===== src/rtl/chain_code_job_arbiter_if.sv =====
// Bundles the signals between the job arbiter, the two requester front-ends,
// the shared chain_code_encoder and the result consumer.
//   master : the arbiter side. It drives grant, sel_id, the encoder controls,
//            the result channel, busy, jobs_done and dbg_state.
//   slave  : the environment side. It drives req, the encoder status and
//            result fields, and res_ack.
// Result handshake: res_valid rises with stable res_* data and stays high,
// with that data held, until a cycle in which res_ack=1 is sampled. res_ack
// is ignored whenever res_valid is low.
interface chain_code_job_arbiter_if;
  logic [1:0]  req;
  logic [1:0]  grant;
  logic        sel_id;
  logic        enc_start;
  logic        enc_rst_n;
  logic        enc_done;
  logic        enc_error;
  logic [8:0]  enc_perimeter;
  logic [11:0] enc_area;
  logic [5:0]  enc_startX;
  logic [5:0]  enc_startY;
  logic        res_valid;
  logic        res_ack;
  logic        res_id;
  logic [1:0]  res_status;
  logic [8:0]  res_perimeter;
  logic [11:0] res_area;
  logic [5:0]  res_startX;
  logic [5:0]  res_startY;
  logic        busy;
  logic [7:0]  jobs_done;
  logic [2:0]  dbg_state;

  modport master (
    input  req, enc_done, enc_error, enc_perimeter, enc_area, enc_startX,
           enc_startY, res_ack,
    output grant, sel_id, enc_start, enc_rst_n, res_valid, res_id, res_status,
           res_perimeter, res_area, res_startX, res_startY, busy, jobs_done,
           dbg_state
  );

  modport slave (
    output req, enc_done, enc_error, enc_perimeter, enc_area, enc_startX,
           enc_startY, res_ack,
    input  grant, sel_id, enc_start, enc_rst_n, res_valid, res_id, res_status,
           res_perimeter, res_area, res_startX, res_startY, busy, jobs_done,
           dbg_state
  );
endinterface


===== src/rtl/chain_code_job_arbiter.sv =====
// Shares one chain_code_encoder between two requesters. The arbiter grants the
// encoder round-robin, pulses enc_start, and waits for enc_done under a
// watchdog. It captures the encoder results and hands them back to the owner
// over the res_valid/res_ack handshake.
// Ports:
//   clk    rising-edge clock
//   reset  synchronous, active-low
//   bus    chain_code_job_arbiter_if.master. It carries the requests, the
//          grant, the encoder controls, the result channel, the busy flag,
//          the job counter and the dbg_state FSM view.
module chain_code_job_arbiter #(
  parameter int TIMEOUT      = 8192,
  parameter int TO_W         = 14,
  parameter int FLUSH_CYCLES = 2
) (
  input  logic                      clk,
  input  logic                      reset,
  chain_code_job_arbiter_if.master  bus
);

  typedef enum logic [2:0] {
    S_IDLE   = 3'd0,
    S_START  = 3'd1,
    S_WAIT   = 3'd2,
    S_FLUSH  = 3'd3,
    S_RESULT = 3'd4
  } state_e;

  state_e      state_q, state_d;
  logic [TO_W-1:0] timer_q, timer_d;
  logic        last_id_q, last_id_d;
  logic [1:0]  grant_q, grant_d;
  logic        sel_id_q, sel_id_d;
  logic        enc_start_q, enc_start_d;
  logic        enc_rst_n_q, enc_rst_n_d;
  logic        res_valid_q, res_valid_d;
  logic        res_id_q, res_id_d;
  logic [1:0]  res_status_q, res_status_d;
  logic [8:0]  res_perimeter_q, res_perimeter_d;
  logic [11:0] res_area_q, res_area_d;
  logic [5:0]  res_startx_q, res_startx_d;
  logic [5:0]  res_starty_q, res_starty_d;
  logic        busy_q, busy_d;
  logic [7:0]  jobs_done_q, jobs_done_d;
  logic        winner;

  always_comb begin
    // A lone requester wins outright. On a tie, the requester that was not
    // served last wins. req==2'b01 gives 0 and req==2'b10 gives 1.
    winner = (bus.req == 2'b11) ? ~last_id_q : bus.req[1];

    state_d         = state_q;
    timer_d         = timer_q;
    last_id_d       = last_id_q;
    grant_d         = grant_q;
    sel_id_d        = sel_id_q;
    enc_start_d     = 1'b0;
    enc_rst_n_d     = 1'b1;
    res_valid_d     = res_valid_q;
    res_id_d        = res_id_q;
    res_status_d    = res_status_q;
    res_perimeter_d = res_perimeter_q;
    res_area_d      = res_area_q;
    res_startx_d    = res_startx_q;
    res_starty_d    = res_starty_q;
    jobs_done_d     = jobs_done_q;

    case (state_q)
      S_IDLE: begin
        if (bus.req != 2'b00) begin
          state_d     = S_START;
          grant_d     = winner ? 2'b10 : 2'b01;
          sel_id_d    = winner;
          enc_start_d = 1'b1;
        end
      end
      S_START: begin
        // The START cycle counts as the first cycle of the watchdog window.
        // The window therefore closes exactly TIMEOUT cycles after the start
        // pulse.
        timer_d = TO_W'(1);
        state_d = S_WAIT;
      end
      S_WAIT: begin
        timer_d = timer_q + TO_W'(1);
        if (bus.enc_done) begin
          res_perimeter_d = bus.enc_perimeter;
          res_area_d      = bus.enc_area;
          res_startx_d    = bus.enc_startX;
          res_starty_d    = bus.enc_startY;
          res_status_d    = bus.enc_error ? 2'b01 : 2'b00;
          res_valid_d     = 1'b1;
          res_id_d        = sel_id_q;
          state_d         = S_RESULT;
        end else if (timer_q == TO_W'(TIMEOUT - 1)) begin
          res_perimeter_d = '0;
          res_area_d      = '0;
          res_startx_d    = '0;
          res_starty_d    = '0;
          res_status_d    = 2'b10;
          enc_rst_n_d     = 1'b0;
          timer_d         = '0;
          state_d         = S_FLUSH;
        end
      end
      S_FLUSH: begin
        // The timer counts the cycles in which the encoder reset is held low.
        if (timer_q == TO_W'(FLUSH_CYCLES - 1)) begin
          res_valid_d = 1'b1;
          res_id_d    = sel_id_q;
          state_d     = S_RESULT;
        end else begin
          enc_rst_n_d = 1'b0;
          timer_d     = timer_q + TO_W'(1);
        end
      end
      S_RESULT: begin
        if (bus.res_ack) begin
          res_valid_d = 1'b0;
          grant_d     = 2'b00;
          last_id_d   = sel_id_q;
          jobs_done_d = jobs_done_q + 8'd1;
          state_d     = S_IDLE;
        end
      end
      default: state_d = S_IDLE;
    endcase

    busy_d = (state_d != S_IDLE);
  end

  always_ff @(posedge clk) begin
    if (!reset) begin
      state_q         <= S_IDLE;
      timer_q         <= '0;
      last_id_q       <= 1'b1;
      grant_q         <= 2'b00;
      sel_id_q        <= 1'b0;
      enc_start_q     <= 1'b0;
      enc_rst_n_q     <= 1'b0;
      res_valid_q     <= 1'b0;
      res_id_q        <= 1'b0;
      res_status_q    <= 2'b00;
      res_perimeter_q <= '0;
      res_area_q      <= '0;
      res_startx_q    <= '0;
      res_starty_q    <= '0;
      busy_q          <= 1'b0;
      jobs_done_q     <= '0;
    end else begin
      state_q         <= state_d;
      timer_q         <= timer_d;
      last_id_q       <= last_id_d;
      grant_q         <= grant_d;
      sel_id_q        <= sel_id_d;
      enc_start_q     <= enc_start_d;
      enc_rst_n_q     <= enc_rst_n_d;
      res_valid_q     <= res_valid_d;
      res_id_q        <= res_id_d;
      res_status_q    <= res_status_d;
      res_perimeter_q <= res_perimeter_d;
      res_area_q      <= res_area_d;
      res_startx_q    <= res_startx_d;
      res_starty_q    <= res_starty_d;
      busy_q          <= busy_d;
      jobs_done_q     <= jobs_done_d;
    end
  end

  assign bus.grant         = grant_q;
  assign bus.sel_id        = sel_id_q;
  assign bus.enc_start     = enc_start_q;
  assign bus.enc_rst_n     = enc_rst_n_q;
  assign bus.res_valid     = res_valid_q;
  assign bus.res_id        = res_id_q;
  assign bus.res_status    = res_status_q;
  assign bus.res_perimeter = res_perimeter_q;
  assign bus.res_area      = res_area_q;
  assign bus.res_startX    = res_startx_q;
  assign bus.res_startY    = res_starty_q;
  assign bus.busy          = busy_q;
  assign bus.jobs_done     = jobs_done_q;
  assign bus.dbg_state     = state_q;

endmodule

===== src/flat_wrapper.sv =====
// flat-port wrapper written by rule: the top's interface ports become plain ports
module chain_code_job_arbiter_flat 
#(
  parameter int TIMEOUT      = 8192,
  parameter int TO_W         = 14,
  parameter int FLUSH_CYCLES = 2
)
  (clk, reset, bus_req, bus_enc_done, bus_enc_error, bus_enc_perimeter, bus_enc_area, bus_enc_startX, bus_enc_startY, bus_res_ack, bus_grant, bus_sel_id, bus_enc_start, bus_enc_rst_n, bus_res_valid, bus_res_id, bus_res_status, bus_res_perimeter, bus_res_area, bus_res_startX, bus_res_startY, bus_busy, bus_jobs_done, bus_dbg_state);
  chain_code_job_arbiter_if bus_i ();
  input  logic clk;
  input  logic reset;
  input wire logic [$bits(bus_i.req)-1:0] bus_req;
  input wire logic [$bits(bus_i.enc_done)-1:0] bus_enc_done;
  input wire logic [$bits(bus_i.enc_error)-1:0] bus_enc_error;
  input wire logic [$bits(bus_i.enc_perimeter)-1:0] bus_enc_perimeter;
  input wire logic [$bits(bus_i.enc_area)-1:0] bus_enc_area;
  input wire logic [$bits(bus_i.enc_startX)-1:0] bus_enc_startX;
  input wire logic [$bits(bus_i.enc_startY)-1:0] bus_enc_startY;
  input wire logic [$bits(bus_i.res_ack)-1:0] bus_res_ack;
  output wire logic [$bits(bus_i.grant)-1:0] bus_grant;
  output wire logic [$bits(bus_i.sel_id)-1:0] bus_sel_id;
  output wire logic [$bits(bus_i.enc_start)-1:0] bus_enc_start;
  output wire logic [$bits(bus_i.enc_rst_n)-1:0] bus_enc_rst_n;
  output wire logic [$bits(bus_i.res_valid)-1:0] bus_res_valid;
  output wire logic [$bits(bus_i.res_id)-1:0] bus_res_id;
  output wire logic [$bits(bus_i.res_status)-1:0] bus_res_status;
  output wire logic [$bits(bus_i.res_perimeter)-1:0] bus_res_perimeter;
  output wire logic [$bits(bus_i.res_area)-1:0] bus_res_area;
  output wire logic [$bits(bus_i.res_startX)-1:0] bus_res_startX;
  output wire logic [$bits(bus_i.res_startY)-1:0] bus_res_startY;
  output wire logic [$bits(bus_i.busy)-1:0] bus_busy;
  output wire logic [$bits(bus_i.jobs_done)-1:0] bus_jobs_done;
  output wire logic [$bits(bus_i.dbg_state)-1:0] bus_dbg_state;
  assign bus_i.req = bus_req;
  assign bus_i.enc_done = bus_enc_done;
  assign bus_i.enc_error = bus_enc_error;
  assign bus_i.enc_perimeter = bus_enc_perimeter;
  assign bus_i.enc_area = bus_enc_area;
  assign bus_i.enc_startX = bus_enc_startX;
  assign bus_i.enc_startY = bus_enc_startY;
  assign bus_i.res_ack = bus_res_ack;
  assign bus_grant = bus_i.grant;
  assign bus_sel_id = bus_i.sel_id;
  assign bus_enc_start = bus_i.enc_start;
  assign bus_enc_rst_n = bus_i.enc_rst_n;
  assign bus_res_valid = bus_i.res_valid;
  assign bus_res_id = bus_i.res_id;
  assign bus_res_status = bus_i.res_status;
  assign bus_res_perimeter = bus_i.res_perimeter;
  assign bus_res_area = bus_i.res_area;
  assign bus_res_startX = bus_i.res_startX;
  assign bus_res_startY = bus_i.res_startY;
  assign bus_busy = bus_i.busy;
  assign bus_jobs_done = bus_i.jobs_done;
  assign bus_dbg_state = bus_i.dbg_state;
  chain_code_job_arbiter #(.TIMEOUT(TIMEOUT), .TO_W(TO_W), .FLUSH_CYCLES(FLUSH_CYCLES)) u_core (.clk(clk), .reset(reset), .bus(bus_i));
endmodule

===== config.mk =====
export PLATFORM = sky130hd
export DESIGN_NAME = chain_code_job_arbiter_flat
export DESIGN_NICKNAME = d
export VERILOG_FILES = /design/src/rtl/chain_code_job_arbiter_if.sv /design/src/rtl/chain_code_job_arbiter.sv /design/src/flat_wrapper.sv
export SDC_FILE = /design/constraint.sdc
export NUM_CORES = 1
export LEC_CHECK = 0
export CORE_MARGIN = 2
export CORE_UTILIZATION = 50
export DETAILED_ROUTE_END_ITERATION = 10
export HOLD_SLACK_MARGIN = 0.05
export PLACE_DENSITY = 0.95
export SYNTH_ARGS = -nofsm -noshare
export SYNTH_HDL_FRONTEND = slang
export SYNTH_SLANG_ARGS = --single-unit

===== constraint.sdc =====
create_clock -name clk -period 3.2 [get_ports clk]
set_input_delay 0.64 -clock clk [delete_from_list [all_inputs] [get_ports clk]]
set_output_delay 0.64 -clock clk [all_outputs]
set_load 0.05 [all_outputs]

-- After elaboration in Yosys (flattened, before gate mapping)
Index checks and enable logic that the tools add are counted.
- bits in registers: 69
- output and inout port bits: 54
- $add $sub $neg: 2
- equality and inequality tests: 12
- multiplexer cells: 37
- bitwise gates (word level): 1
- reduce and logical (&&, ||, !) cells: 16
- operators with widths (operator ; count):
    $mux 14 ; 3
    $pmux 14 s3 ; 1
    $mux 12 ; 2
    $mux 6 ; 3
    $mux 9 ; 2
    $mux 3 ; 5
    $pmux 3 s5 ; 1
    $add 14x1->14 const B ; 1
    $eq 14x1->1 const B ; 1
    $eq 14x13->1 const B ; 1
    $mux 1 ; 11
    $mux 2 ; 5
    $reduce_and 2->1 ; 5
    $reduce_bool 3->1 ; 3
    $add 8x1->8 const B ; 1
    $reduce_bool 2->1 ; 4
    $eq 3x2->1 const B ; 2
    $ne 2x2->1 const B ; 3
    $reduce_and 3->1 ; 2
    $ne 2x1->1 const B ; 2
    $pmux 1 s2 ; 2
    $pmux 2 s2 ; 1
    $reduce_and 4->1 ; 1
    $eq 3x1->1 const B ; 1
    other kinds (5) ; 5

-- Depth between registers and ports, before layout
- word-level depth: 5
- depth in mapped cells: 7
- gate-level depth less buffers: 6

-- Least setup slack after synthesis
OpenSTA, ideal clock, no wires.
- kind: register to register
- start: reg u_core.state_q[1], in the netlist u_core.bus.dbg_state[1]
- end: reg u_core.res_status_q[1], in the netlist u_core.bus.res_status[1]
- arrival: 1.666 ns
- path slack: 1.415 ns
- stages on the path, launching flop included: 5
- buffers on the path: 2
- path through: dfxtp_1 > or3b_1 > buf_2 > buf_1 > o221a_2
- longest elaborated chain between the ends: 2
- RTL lines (element ; RTL line ; text):
    start: declaration ; chain_code_job_arbiter.sv:29 ; state_e state_q, state_d;
    start signal: assignment ; chain_code_job_arbiter.sv:151 ; state_q <= state_d;
    $eq 3x2->1 ; chain_code_job_arbiter.sv:68 ; case (state_q)
    $reduce_and 2->1 (no line) ; - ;
    end signal: assignment ; chain_code_job_arbiter.sv:160 ; res_status_q <= res_status_d;
    end: declaration ; chain_code_job_arbiter.sv:38 ; logic [1:0] res_status_q, res_status_d;
Every way passes these cells.
A chain may end at the register's enable or synchronous reset.

-- Worst setup path in the final report
- start: reg u_core.state_q[0], in the netlist u_core.bus.dbg_state[0]
- end: out bus_dbg_state[0]
- RTL lines (element ; RTL line ; text):
    end: declaration ; flat_wrapper.sv:33 ; output wire logic [$bits(bus_i.dbg_state)-1:0] bus_dbg_state;
No word-level cell between the ends.

==> reports/qor.txt <==
Internal - 1496 uW
gp weighted congestion - 0.8663
total global-route track usage - 22.86%
sw frac - 27.97%
status - finished, final reports clean
Post-Syn Area - 3078 um^2
Final period util - 79.67%
H-tree depth - 3
Yosys top cell area share - 44.88%
R2R setup slack - 1.14 ns
highest clock rate - 392.2 MHz
crit path max fanout - 16
Antenna Cells - 0
hold path depth - 2
Clk pwr share - 37.7%
Worst R2R Start - u_core.bus.dbg_state[1]
Area after DPL - 4010 um^2
switching pwr - 581.1 uW
MaxCap Viol Count - 0
Clock transition at path regs - 0.08 ns
worst skew pair latency - 0.33 ns
Synth area leaders - dfxtp_1, a21boi_1, nand2_1
grt total ovfl - 0
initial drt markers - 107
slew margin rel. - 51.01%
Max rail drop VDD - 330.4 uV
RSZ-0062 raised after global routing - false
Crit path largest cell delay - 0.91 ns
arrival time of the worst setup path - 1.91 ns
Avg Inst Size Synth - 8.896 um^2
Seq/Total Area, Yosys - 44.88%
final instance area - 4234 um^2
CTS Buf Count - 9
Seq pwr share - 44.7%
synthesized instance count - 346
Vias/cell - 5.721
DR pass1 iterations - 4
routed len/inst - 14.93 um
die span in y - 82.46 um
Power Dens Cells - 490.6 nW/um^2
hold path endpoint - u_core.bus.res_id
setup TNS - 0 ns
Area growth syn-to-layout - 37.56%
first-pass GRT wire length - 12,070 um
final-report max-slew violation count - 0
FF-to-FF End - u_core.bus.res_perimeter[6]
Worst-Margin Slew - 0.7331 ns
Port Buffers - 93
vias - 2,912
number of synthesized register bits - 69
crit path kind - flop to output pin
Synth Flop Type - dfxtp_1
initial antenna violation count - 0
worst path cell trace - clkdlybuf4s50_1
Layout Skew - 0.008531 ns
Die X - 82.46 um
Leak - 0.001494 uW
syn_nets - 389
CP delay by family, top - buffers and inverters
fraction of layout cells with a size suffix above 1 - 6.912%
Hold-fix buffers, CTS - 0
final hold violations - 0
# IOs - 94
drt drc - 0
WP data required - 2.56 ns
final setup fails - 0
Period minus WS final - 2.550 ns
Core Box Area - 5921 um^2
dpl hpwl - 5195 um
Final ANT Viol Nets - 0
Worst setup SP type - flop
Post-synth EDFFs - 0
setup bufs post-CTS - 0
die area - 6800 um^2
Hold Path Origin - u_core.bus.res_id
CTS tree - built
Synth area leader - dfxtp_1
CP max-delay cell - clkdlybuf4s50_1
largest net degree at the start of global routing - 37
asr flop ratio synth - 0%
Buf/Inv on CP - 1
vias in the first global route - 2,720
WL final - 7597 um
# fillers - 450
CP Capture Type - output pin
Initial Util - 51.99%
root buf cell - clkbuf_8
cell row count - 28
Syn. warnings - 0
Max Root-Sink Buffers - 2
Layout Nets - 472
FF-to-FF path depth - 4
distinct cell type count after synthesis - 53
Hold WC Path Type - flop to flop
Sink Count - 69
Gate power share - 17.6%
Post-CTS Resized - 0
## synth_stat cells (all sizes together) (5+ instances only)
master,number
a21boi,38
a21oi,9
and2,9
and3,5
buf,16
clkbuf,9
dfxtp,69
nand2,50
nand3,7
nand4,17
nor2,12
o21ai,38
xor2,10
## kinds of logic after synthesis
family,count (synthesis),synth area share [%]
compound gates,103,22.24
xor+xnor,14,3.983
fa+ha+maj,3,1.220
buf+inv,28,4.349
flops,69,44.88
mux,1,0.3252
simple gates,128,23.01
## state kept, by name (all words and copies together), names as in the netlist, 2 cells and up
signal	count
u_core.bus.res_startX	6
u_core.bus.res_startY	6
u_core.bus.res_perimeter	9
u_core.bus.dbg_state	3
u_core.timer_q	14
u_core.bus.res_area	12
u_core.bus.res_status	2
u_core.bus.grant	2
u_core.bus.jobs_done	8
## layout by cell type, fill, tap and decap left out, types with 7 or more instances in the layout
master / netlist / routed
nand2_1: 50 / 50
dfxtp_1: 69 / 69
and2_1: 9 / 9
o21ai_1: 30 / 30
a21boi_1: 30 / 30
o21ai_0: 8 / 8
nand4_1: 17 / 17
a21oi_1: 9 / 9
nor2_1: 11 / 11
nand3_1: 7 / 7
clkdlybuf4s50_1: 0 / 93
xor2_1: 10 / 10
a21boi_0: 8 / 8
clkbuf_8: 0 / 10
## cell type report
cell class                 count  area, um^2  share of cell area (%)
multi-input combinational    249        1563                   36.91
sequential                    69        1381                   32.62
timing repair buffer          97       960.9                   22.70
clock buffer                  10       137.6                   3.251
tap                           75       93.84                   2.216
clock inverter                 6       86.33                   2.039
inverter                       3       11.26                  0.2660
## power by group through the flow
stage | Combinational (uW) | Clock (uW) | Sequential, uW
after CTS | 367 | 789 | 926
after global placement | 355 | 0 | 944
after global routing | 390 | 830 | 932
after floorplan | 139 | 0 | 1030
after detailed placement | 362 | 0 | 946
final | 366 | 784 | 928
## per-layer routing
| metal | wire length, um | GRT usage (%) | up-vias |
|---|---|---|---|
| met5 | 0 | 0 | - |
| met4 | 140 | 10.33 | 0 |
| met3 | 518 | 4.674 | 13 |
| met2 | 3686 | 40.24 | 112 |
| met1 | 3251 | 26.57 | 1376 |
| li1 | - | - | 1411 |
## how the worst max path moves through the flow
stage	start	to	slack, ns	cells after the start
global route	u_core.bus.dbg_state[0]	bus_dbg_state[0]	0.58	1
CTS	u_core.bus.dbg_state[0]	bus_dbg_state[0]	0.67	1
finish	u_core.bus.dbg_state[0]	bus_dbg_state[0]	0.65	1
detailed placement	bus_enc_done	u_core.timer_q[10]	0.86	5
floorplan	u_core.bus.dbg_state[1]	u_core.bus.res_status[1]	1.42	4
global placement	bus_enc_done	u_core.timer_q[1]	0.91	5
## per-stage QoR
stage	worst slack, ns	hold slack, ns	utilization, %	std cells	total power, uW
after global routing	0.5804	0.4987	71.51	509	2152
after floorplan	1.415	0.4406	-	346	1169
after CTS	0.6675	0.4782	71.51	509	2082
final	0.6505	0.4772	71.51	509	2077
after detailed placement	0.8568	0.4583	67.73	493	1308
after global placement	0.9051	0.4531	67.73	493	1299
(Power assumes the default switching activity.)
